## config.mk

```make
export PLATFORM = sky130hd
export DESIGN_NAME = b2b_board_readout
export DESIGN_NICKNAME = d
export VERILOG_FILES = /design/src/rtl/b2b_board_readout.sv
export SDC_FILE = /design/constraint.sdc
export NUM_CORES = 1
export LEC_CHECK = 0
export BUFFER_PORTS_ARGS = -buffer_cell sky130_fd_sc_hd__buf_2
export CAP_MARGIN = 30
export CORE_ASPECT_RATIO = 0.5
export CORE_MARGIN = 2
export CORE_UTILIZATION = 45
export CTS_CLUSTER_SIZE = 8
export DETAILED_ROUTE_END_ITERATION = 10
export GPL_TIMING_DRIVEN = 0
export PLACE_DENSITY_LB_ADDON = 0.08
export SLEW_MARGIN = 20
export SYNTH_ARGS = -nofsm -noshare
export SYNTH_HDL_FRONTEND = slang
export SYNTH_SLANG_ARGS = --single-unit
```

## constraint.sdc

```tcl
create_clock -name b2b_clk -period 4.5 [get_ports b2b_clk]
set_clock_uncertainty 0.2 [all_clocks]
set_input_delay 0.9 -clock b2b_clk [delete_from_list [all_inputs] [get_ports b2b_clk]]
set_output_delay 0.9 -clock b2b_clk [all_outputs]
set_load 0.005 [all_outputs]
```

## src/rtl/b2b_board_readout.sv

```systemverilog
// Drains one per-board output FIFO onto a valid/ready link with SOP/EOP framing,
// max-length policing, orphan dropping and saturating event/error counters.
module b2b_board_readout #(
    parameter int unsigned DATA_WIDTH      = 65,
    parameter int unsigned MAX_EVENT_WORDS = 1024,
    parameter int unsigned CNT_WIDTH       = 32
) (
    input  logic                  b2b_clk,
    input  logic                  b2b_rst_n,
    input  logic                  enable,
    input  logic                  fifo_empty,
    output logic                  fifo_read_enable,
    input  logic [DATA_WIDTH-1:0] fifo_read_data,
    output logic [DATA_WIDTH-1:0] out_data,
    output logic                  out_valid,
    input  logic                  out_ready,
    output logic                  out_sop,
    output logic                  out_eop,
    output logic                  out_err,
    output logic                  busy,
    output logic [CNT_WIDTH-1:0]  event_count,
    output logic [CNT_WIDTH-1:0]  error_count
);

    localparam int unsigned PW = $clog2(MAX_EVENT_WORDS + 1);
    localparam int unsigned BW = DATA_WIDTH + 3;

    typedef enum logic [1:0] {S_IDLE, S_PAYLOAD, S_DISCARD} state_t;

    state_t          state, state_next;
    logic [PW-1:0]   cnt, cnt_next;
    logic            in_flight;
    logic [BW-1:0]   head, head_next;
    logic [BW-1:0]   skid, skid_next;
    logic            skid_valid, skid_valid_next, out_valid_next;
    logic            fwd, w_sop, w_eop, w_err, inc_event, inc_error;
    logic            accept;
    logic [1:0]      held;

    assign {out_data, out_sop, out_eop, out_err} = head;
    assign accept = out_valid & out_ready;

    // Words still occupying the buffer after this cycle's link handshake.
    assign held = 2'(out_valid & ~out_ready) + 2'(skid_valid);
    assign fifo_read_enable = b2b_rst_n & enable & ~fifo_empty & ((held + 2'(in_flight)) < 2'd2);

    always_ff @(posedge b2b_clk or negedge b2b_rst_n) begin
        if (!b2b_rst_n) begin
            state <= S_IDLE;
            cnt   <= '0;
        end else begin
            state <= state_next;
            cnt   <= cnt_next;
        end
    end

    // Framing decision for the word arriving from the FIFO this cycle.
    always_comb begin
        state_next = state;
        cnt_next   = cnt;
        fwd        = 1'b0;
        w_sop      = 1'b0;
        w_eop      = 1'b0;
        w_err      = 1'b0;
        inc_event  = 1'b0;
        inc_error  = 1'b0;
        if (in_flight) begin
            case (state)
                S_IDLE: begin
                    if (fifo_read_data[DATA_WIDTH-1]) begin
                        fwd        = 1'b1;
                        w_sop      = 1'b1;
                        cnt_next   = '0;
                        state_next = S_PAYLOAD;
                    end else begin
                        inc_error = 1'b1;
                    end
                end
                S_PAYLOAD: begin
                    fwd = 1'b1;
                    if (fifo_read_data[DATA_WIDTH-1]) begin
                        w_eop      = 1'b1;
                        inc_event  = 1'b1;
                        state_next = S_IDLE;
                    end else if (cnt == PW'(MAX_EVENT_WORDS - 1)) begin
                        w_eop      = 1'b1;
                        w_err      = 1'b1;
                        inc_error  = 1'b1;
                        state_next = S_DISCARD;
                    end else begin
                        cnt_next = cnt + PW'(1);
                    end
                end
                S_DISCARD: begin
                    if (fifo_read_data[DATA_WIDTH-1]) begin
                        state_next = S_IDLE;
                    end
                end
                default: state_next = S_IDLE;
            endcase
        end
    end

    // Two-entry output buffer: head drives the link, skid catches a word while head stalls.
    always_comb begin
        head_next       = head;
        skid_next       = skid;
        skid_valid_next = skid_valid;
        out_valid_next  = out_valid;
        if (accept || !out_valid) begin
            if (skid_valid) begin
                head_next       = skid;
                out_valid_next  = 1'b1;
                skid_valid_next = fwd;
                if (fwd) begin
                    skid_next = {fifo_read_data, w_sop, w_eop, w_err};
                end
            end else begin
                out_valid_next = fwd;
                if (fwd) begin
                    head_next = {fifo_read_data, w_sop, w_eop, w_err};
                end
            end
        end else if (fwd) begin
            skid_next       = {fifo_read_data, w_sop, w_eop, w_err};
            skid_valid_next = 1'b1;
        end
    end

    always_ff @(posedge b2b_clk or negedge b2b_rst_n) begin
        if (!b2b_rst_n) begin
            in_flight  <= 1'b0;
            head       <= '0;
            skid       <= '0;
            skid_valid <= 1'b0;
            out_valid  <= 1'b0;
            busy       <= 1'b0;
        end else begin
            in_flight  <= fifo_read_enable;
            head       <= head_next;
            skid       <= skid_next;
            skid_valid <= skid_valid_next;
            out_valid  <= out_valid_next;
            busy       <= fifo_read_enable | out_valid_next | skid_valid_next |
                          (state_next != S_IDLE);
        end
    end

    // Saturating counters, bumped when the classifying word is captured.
    always_ff @(posedge b2b_clk or negedge b2b_rst_n) begin
        if (!b2b_rst_n) begin
            event_count <= '0;
            error_count <= '0;
        end else begin
            if (inc_event && (event_count != '1)) begin
                event_count <= event_count + CNT_WIDTH'(1);
            end
            if (inc_error && (error_count != '1)) begin
                error_count <= error_count + CNT_WIDTH'(1);
            end
        end
    end

endmodule

```

==> metrics.txt, run 1 <==
Die H 108 µm; CTS Root Cell clkbuf_16; critical path class input pin to output pin; max_cap viols 0; CP arrival 3.13 ns; syn_area_per_cell 11.5 µm²; HP Start skid[1]$_DFFE_PN0P_; post-synth top area cell dfrtp_1; most frequent cells after synthesis 217 x dfrtp_1, 100 x nor2_1, 70 x a21oi_1; synthesis-stage register bit count 217; row count 37; fraction of the mapped netlist area in simple logic gates 0.143; Mapped Area 0.00967 mm²; number of global-route vias before repair 7098; placed instance count 1323; Pleak 5.63 nW; Hold Crit Depth 2; ANT nets after route 0; r2r worst-path depth 7; die area 0.0227 mm²; Most used DFF post-synth dfrtp_1; FF-to-FF End head[34]$_DFFE_PN0P_; Fin. Hold Viols 0; Port Buffers 204; Compound-Gate Fraction of Synth Area 0.0600; r2r setup slk 1.73 ns; area grow syn2layout 23.1%; YS warnings 0; Synth Area in Adders 0.00621; setup TNS 0 ns; Fmax 237 MHz; drt total wl 23.0 mm; Global Route Usage Sum 0.203; fin. max-slew vios 0; largest family of logic cells by synthesized area multiplexers; Initial Util 0.465; Hold Crit Class register to register; Unique masters post-synth 52; grt ovf 0; drt wl/cell 17.0 µm; outcome completed; Synth Instances 843; syn nets 917; antenna violations before repair 0; clk buf depth 3; r2r startpoint in_flight$_DFF_PN0_; nets@finish 1158; crit path time final 4.23 ns; Req. time, crit path 3.40 ns; smallest hold slack 0.280 ns; Tot Pwr 5.27 mW; pwr/cell area 442 mW/mm²; Critical Path Start Type input pin; EDFF count, synth 0; routed vias/inst 5.28; Top Ports 205; CTS tree built; share of layout cells above drive strength 1 0.303; sequential-to-total area share from yosys stat 0.562; Num CTS Buffers 31; multi-input logic area 0.00404 mm²; Final setup viols 0; Fillers 1808; Synth async-reset ratio 1.00; H-tree Lvls 1; crit-path max FO 97; initial drt markers 506; Slew HR 0.418; clock-pin slew on the worst setup and hold paths 0.05 ns; global-route wire length before repair 36.9 mm; die boundary width 211 µm; period utilization 0.939; Area contributors post-synth dfrtp_1 56%, mux2_2 7.8%, mux2i_1 6.9%; VDD IR max 0.272 mV; most frequent cell after synthesis dfrtp_1; GPL Wtd Cong 0.803; post-route worst setup slack 0.274 ns; pin count of the biggest net entering global routing 100; worst skew pair latency 0.53 ns; ANT cells 0; multiplexer share of the synthesized area 0.149; post-synthesis xor/xnor area fraction 0.0598; Hold EP skid[1]$_DFFE_PN0P_; Crit. End Element output pin; Place WS 0.792 ns; post-CTS resize count 0; Detailed Place HPWL 16.2 mm; unrepaired setup endpoints after global routing no; Storage cell area 0.00543 mm²; top cell type's share of synthesized area 0.562; Pre-antenna DRT Iters 4; non-filler cells, final 1357; vias after detailed routing 7161; Core Box Area 0.0208 mm²; Least-Margin Pin Slew 0.867 ns; clk sinks 217; # DRC 0
## cells by family after synthesis
| family | Yosys count |
|---|---|
| mux | 135 |
| simple gates | 270 |
| xor+xnor | 66 |
| flops | 217 |
| buf+inv | 51 |
| fa+ha+maj | 5 |
| compound gates | 99 |
## placed cells by master (no fill, tap or decap), drive strengths merged, types with 4 or more instances in the layout
cell type  synthesis  routed
nand3             31      31
mux2i             67      67
xor2              37      37
nand4             25      25
nor2             100     100
and3               8       8
nand2             36      36
buf                9     216
clkbuf            27      59
nor3b              4       4
or3                5       5
ha                 4       4
xnor2             29      29
nor3              29      29
mux2              68      68
a211oi             5       5
nor4b              5       5
dfrtp            217     217
o21ai              9       9
inv               15      15
nor4              12      12
a21oi             72      72
## cell type report
class / instances / share of cell area
sequential: 217 / 0.456
multi-input combinational: 575 / 0.339
timing repair buffer: 208 / 0.0927
clock buffer: 32 / 0.0655
tap: 273 / 0.0287
buffer: 36 / 0.0122
inverter: 15 / 0.00473
clock inverter: 1 / 0.000736
## state kept, by name, indices dropped and copies added, names as in the netlist
signal	cells
cnt	11
skid	68
in_flight	1
skid_valid	1
out_valid	1
state	2
error_count	32
head	68
event_count	32
busy	1
## metrics by stage
stage                      util  instance area [µm²]
final                     0.573                11900
after global routing      0.573                11900
after CTS                 0.573                11900
after detailed placement  0.534                11100
after global placement    0.531                11000
after floorplan               -                 9670
## worst max path at each step
stage	startpoint	endpoint
detailed placement	b2b_rst_n	fifo_read_enable
global placement	b2b_rst_n	fifo_read_enable
CTS	b2b_rst_n	fifo_read_enable
floorplan	out_ready	fifo_read_enable
global route	b2b_rst_n	fifo_read_enable
finish	b2b_rst_n	fifo_read_enable
## critical path, cell delays in order
cell	delay [ns]
dlygate4sd3_1	0.56
buf_8	0.23
buf_16	0.39
nand2_1	0.11
a2111oi_0	0.63
buf_2	0.24
## report_power, final
| group | switching [mW] | leakage, nW | internal [mW] |
|---|---|---|---|
| sequential | 0.204 | 2.73 | 2.30 |
| combinational | 0.388 | 2.51 | 0.402 |
| clock | 0.778 | 0.387 | 1.20 |
| total | 1.37 | 5.63 | 3.90 |
## layer usage
layer,up-vias,GRT usage,share of wire
li1,3434,-,-
met1,3556,0.296,0.48
met2,146,0.309,0.45
met3,25,0.0499,0.054
met4,0,0.0443,0.014
met5,-,0,0
## repair_timing
action,CTS,global route
setup buffers,0,0
hold buffers,1,0
hold endpoints to repair,22,0
No activity file was read; power rests on OpenSTA's default activity.
==> run 2, diff against run 1 <==
--- a/config.mk
+++ b/config.mk
@@ -7,7 +7,6 @@
 export LEC_CHECK = 0
 export BUFFER_PORTS_ARGS = -buffer_cell sky130_fd_sc_hd__buf_2
 export CAP_MARGIN = 30
-export CORE_ASPECT_RATIO = 0.5
 export CORE_MARGIN = 2
 export CORE_UTILIZATION = 45
 export CTS_CLUSTER_SIZE = 8
==> constraint.sdc (replaced) <==
create_clock -name b2b_clk -period 3.8 [get_ports b2b_clk]
set_clock_uncertainty 0.2 [all_clocks]
set_input_delay 0.76 -clock b2b_clk [delete_from_list [all_inputs] [get_ports b2b_clk]]
set_output_delay 0.76 -clock b2b_clk [all_outputs]
set_load 0.005 [all_outputs]
==> run 2 against run 1 <==
  * Core utilization down 0.19 points
  * Power up 19%
  * Sequential cell count unchanged
  * Via count down 0.27%
  * Hold slack worse by 0.26 ns
  * Sequential power up 18%
  * Sequential share of layout area down 0.36 points
==> metrics.txt, run 2 (synthesized netlist as in run 1, its figures left out) <==
Clock power frac 0.376; Pre-antenna DRT Iters 4; Fillers 1853; Detailed Place HPWL 15.3 mm; clock-pin slew on the worst setup and hold paths 0.05 ns; Final setup viols 0; # DRC 0; grt ovf 0; clk buf depth 3; Num CTS Buffers 31; initial drt markers 281; antenna violations before repair 0; Crit. End Element output pin; fin util 0.571; FF-to-FF End error_count[28]$_DFFE_PN0P_; period utilization 0.872; Fin. Hold Viols 0; pwr/cell area 521 mW/mm²; drt wl/cell 16.5 µm; crit-path max FO 5; Req. time, crit path 2.84 ns; Net Switching 1.63 mW; Core Box Area 0.0210 mm²; CTS tree built; Pleak 5.68 nW; drt total wl 22.5 mm; P_int 4.62 mW; Die H 151 µm; ANT nets after route 0; sequential power share 0.474; r2r startpoint error_count[0]$_DFFE_PN0P_; max_cap viols 0; crit path time final 3.31 ns; VDD IR max 0.367 mV; Least-Margin Pin Slew 0.910 ns; row count 53; CP arrival 2.35 ns; nets@finish 1161; Hold Crit Class input pin to asynchronous set/reset pin; most frequent cells in the layout 217 x dfrtp_1, 211 x buf_2, 100 x nor2_1, 70 x a21oi_1; Post-DP Area 0.0111 mm²; outcome completed; Critical Path Start Type register; Top Ports 205; area grow syn2layout 24.1%; most common cell after layout, fill and taps aside dfrtp_1; die boundary width 151 µm; Slew HR 0.389; number of global-route vias before repair 7011; vias after detailed routing 7142; Port Buffers 204; critical path class register to output pin; routed vias/inst 5.23; global-route wire length before repair 36.3 mm; unrepaired setup endpoints after global routing no; switching fraction of total power 0.260; worst skew pair latency 0.54 ns; share of layout cells above drive strength 1 0.304; Finished Cell Area 0.0120 mm²; r2r worst-path depth 6; combinational share of power 0.150; GPL Wtd Cong 0.801; clk sinks 217; Initial Util 0.460; Global Route Usage Sum 0.199; Setup Fix Bufs, Post-CTS 0; smallest hold slack 0.0202 ns; largest registers head x68, skid x68; fin. max-slew vios 0; Fmax 302 MHz; r2r setup slk 1.12 ns; CTS Root Cell clkbuf_16; pin count of the biggest net entering global routing 56; H-tree Lvls 1; die area 0.0227 mm²
[run 2: cell count changes in the layout (fill, tap and decap cells not counted), sizes merged]
cell         change
bufbuf           +1
diode            +2
buf              +1
dlygate4sd3      +1
inv              +1
[run 2: critical path, stage by stage (launching register included)]
cell and delay, ns:
dfrtp_1 0.34, nor2b_1 0.16, clkbuf_1 0.22, ha_1 0.27, a2111oi_1 0.57, buf_2 0.25
[run 2: how the worst max path moves through the flow]
stage                        startpoint                to  slack [ns]  cells past startpoint
detailed placement            b2b_rst_n  fifo_read_enable       -0.26                      6
global placement              b2b_rst_n  fifo_read_enable       -2.83                      4
global route        out_valid$_DFF_PN0_  fifo_read_enable        0.32                      5
CTS                 out_valid$_DFF_PN0_  fifo_read_enable        0.46                      5
finish              out_valid$_DFF_PN0_  fifo_read_enable        0.49                      5
floorplan                     out_ready  fifo_read_enable        0.94                      4
[run 2: per-stage QoR]
| step | setup TNS, ns | cells | setup WS (ns) | total power, mW |
|---|---|---|---|---|
| 2_1_floorplan | 0 | 843 | 0.944 | 3.43 |
| 5_1_grt | 0 | 1363 | 0.321 | 6.62 |
| 4_1_cts | 0 | 1362 | 0.456 | 6.34 |
| 3_5_place_dp | -0.257 | 1324 | -0.257 | 3.94 |
| 6_report | 0 | 1365 | 0.487 | 6.25 |
| 3_3_place_gp | -473.99 | 1322 | -2.83 | 3.89 |
[run 2: power groups by stage]
| stage | combinational (mW) | sequential [mW] | clock (mW) |
|---|---|---|---|
| 3_5_place_dp | 0.940 | 3.00 | 0 |
| 4_1_cts | 0.955 | 2.96 | 2.42 |
| 5_1_grt | 1.07 | 3.02 | 2.53 |
| 6_report | 0.937 | 2.96 | 2.35 |
| 2_1_floorplan | 0.449 | 2.98 | 0 |
| 3_3_place_gp | 0.913 | 2.98 | 0 |
[run 2: repair_timing]
item,in CTS,in global routing
hold endpoints to repair,4,0
setup endpoints to repair,1,0
hold buffers,3,0
gates resized for setup,1,0
[run 2: layout make-up]
type,count,area (µm²),area share
Antenna cell,2,5.00,0.000417
Buffer,36,145,0.0121
Clock buffer,32,779,0.0650
Clock inverter,2,17.5,0.00146
Inverter,15,56.3,0.00469
Multi-Input combinational cell,575,4040,0.337
Sequential cell,217,5430,0.453
Tap cell,275,344,0.0287
Timing Repair Buffer,211,1180,0.0985
[run 2: metal layers]
metal	wire length, µm	vias up	GRT usage
met5	0	-	0
met3	1300	39	0.0376
met2	10400	165	0.315
met4	447	0	0.0565
li1	-	3446	-
met1	10400	3492	0.281
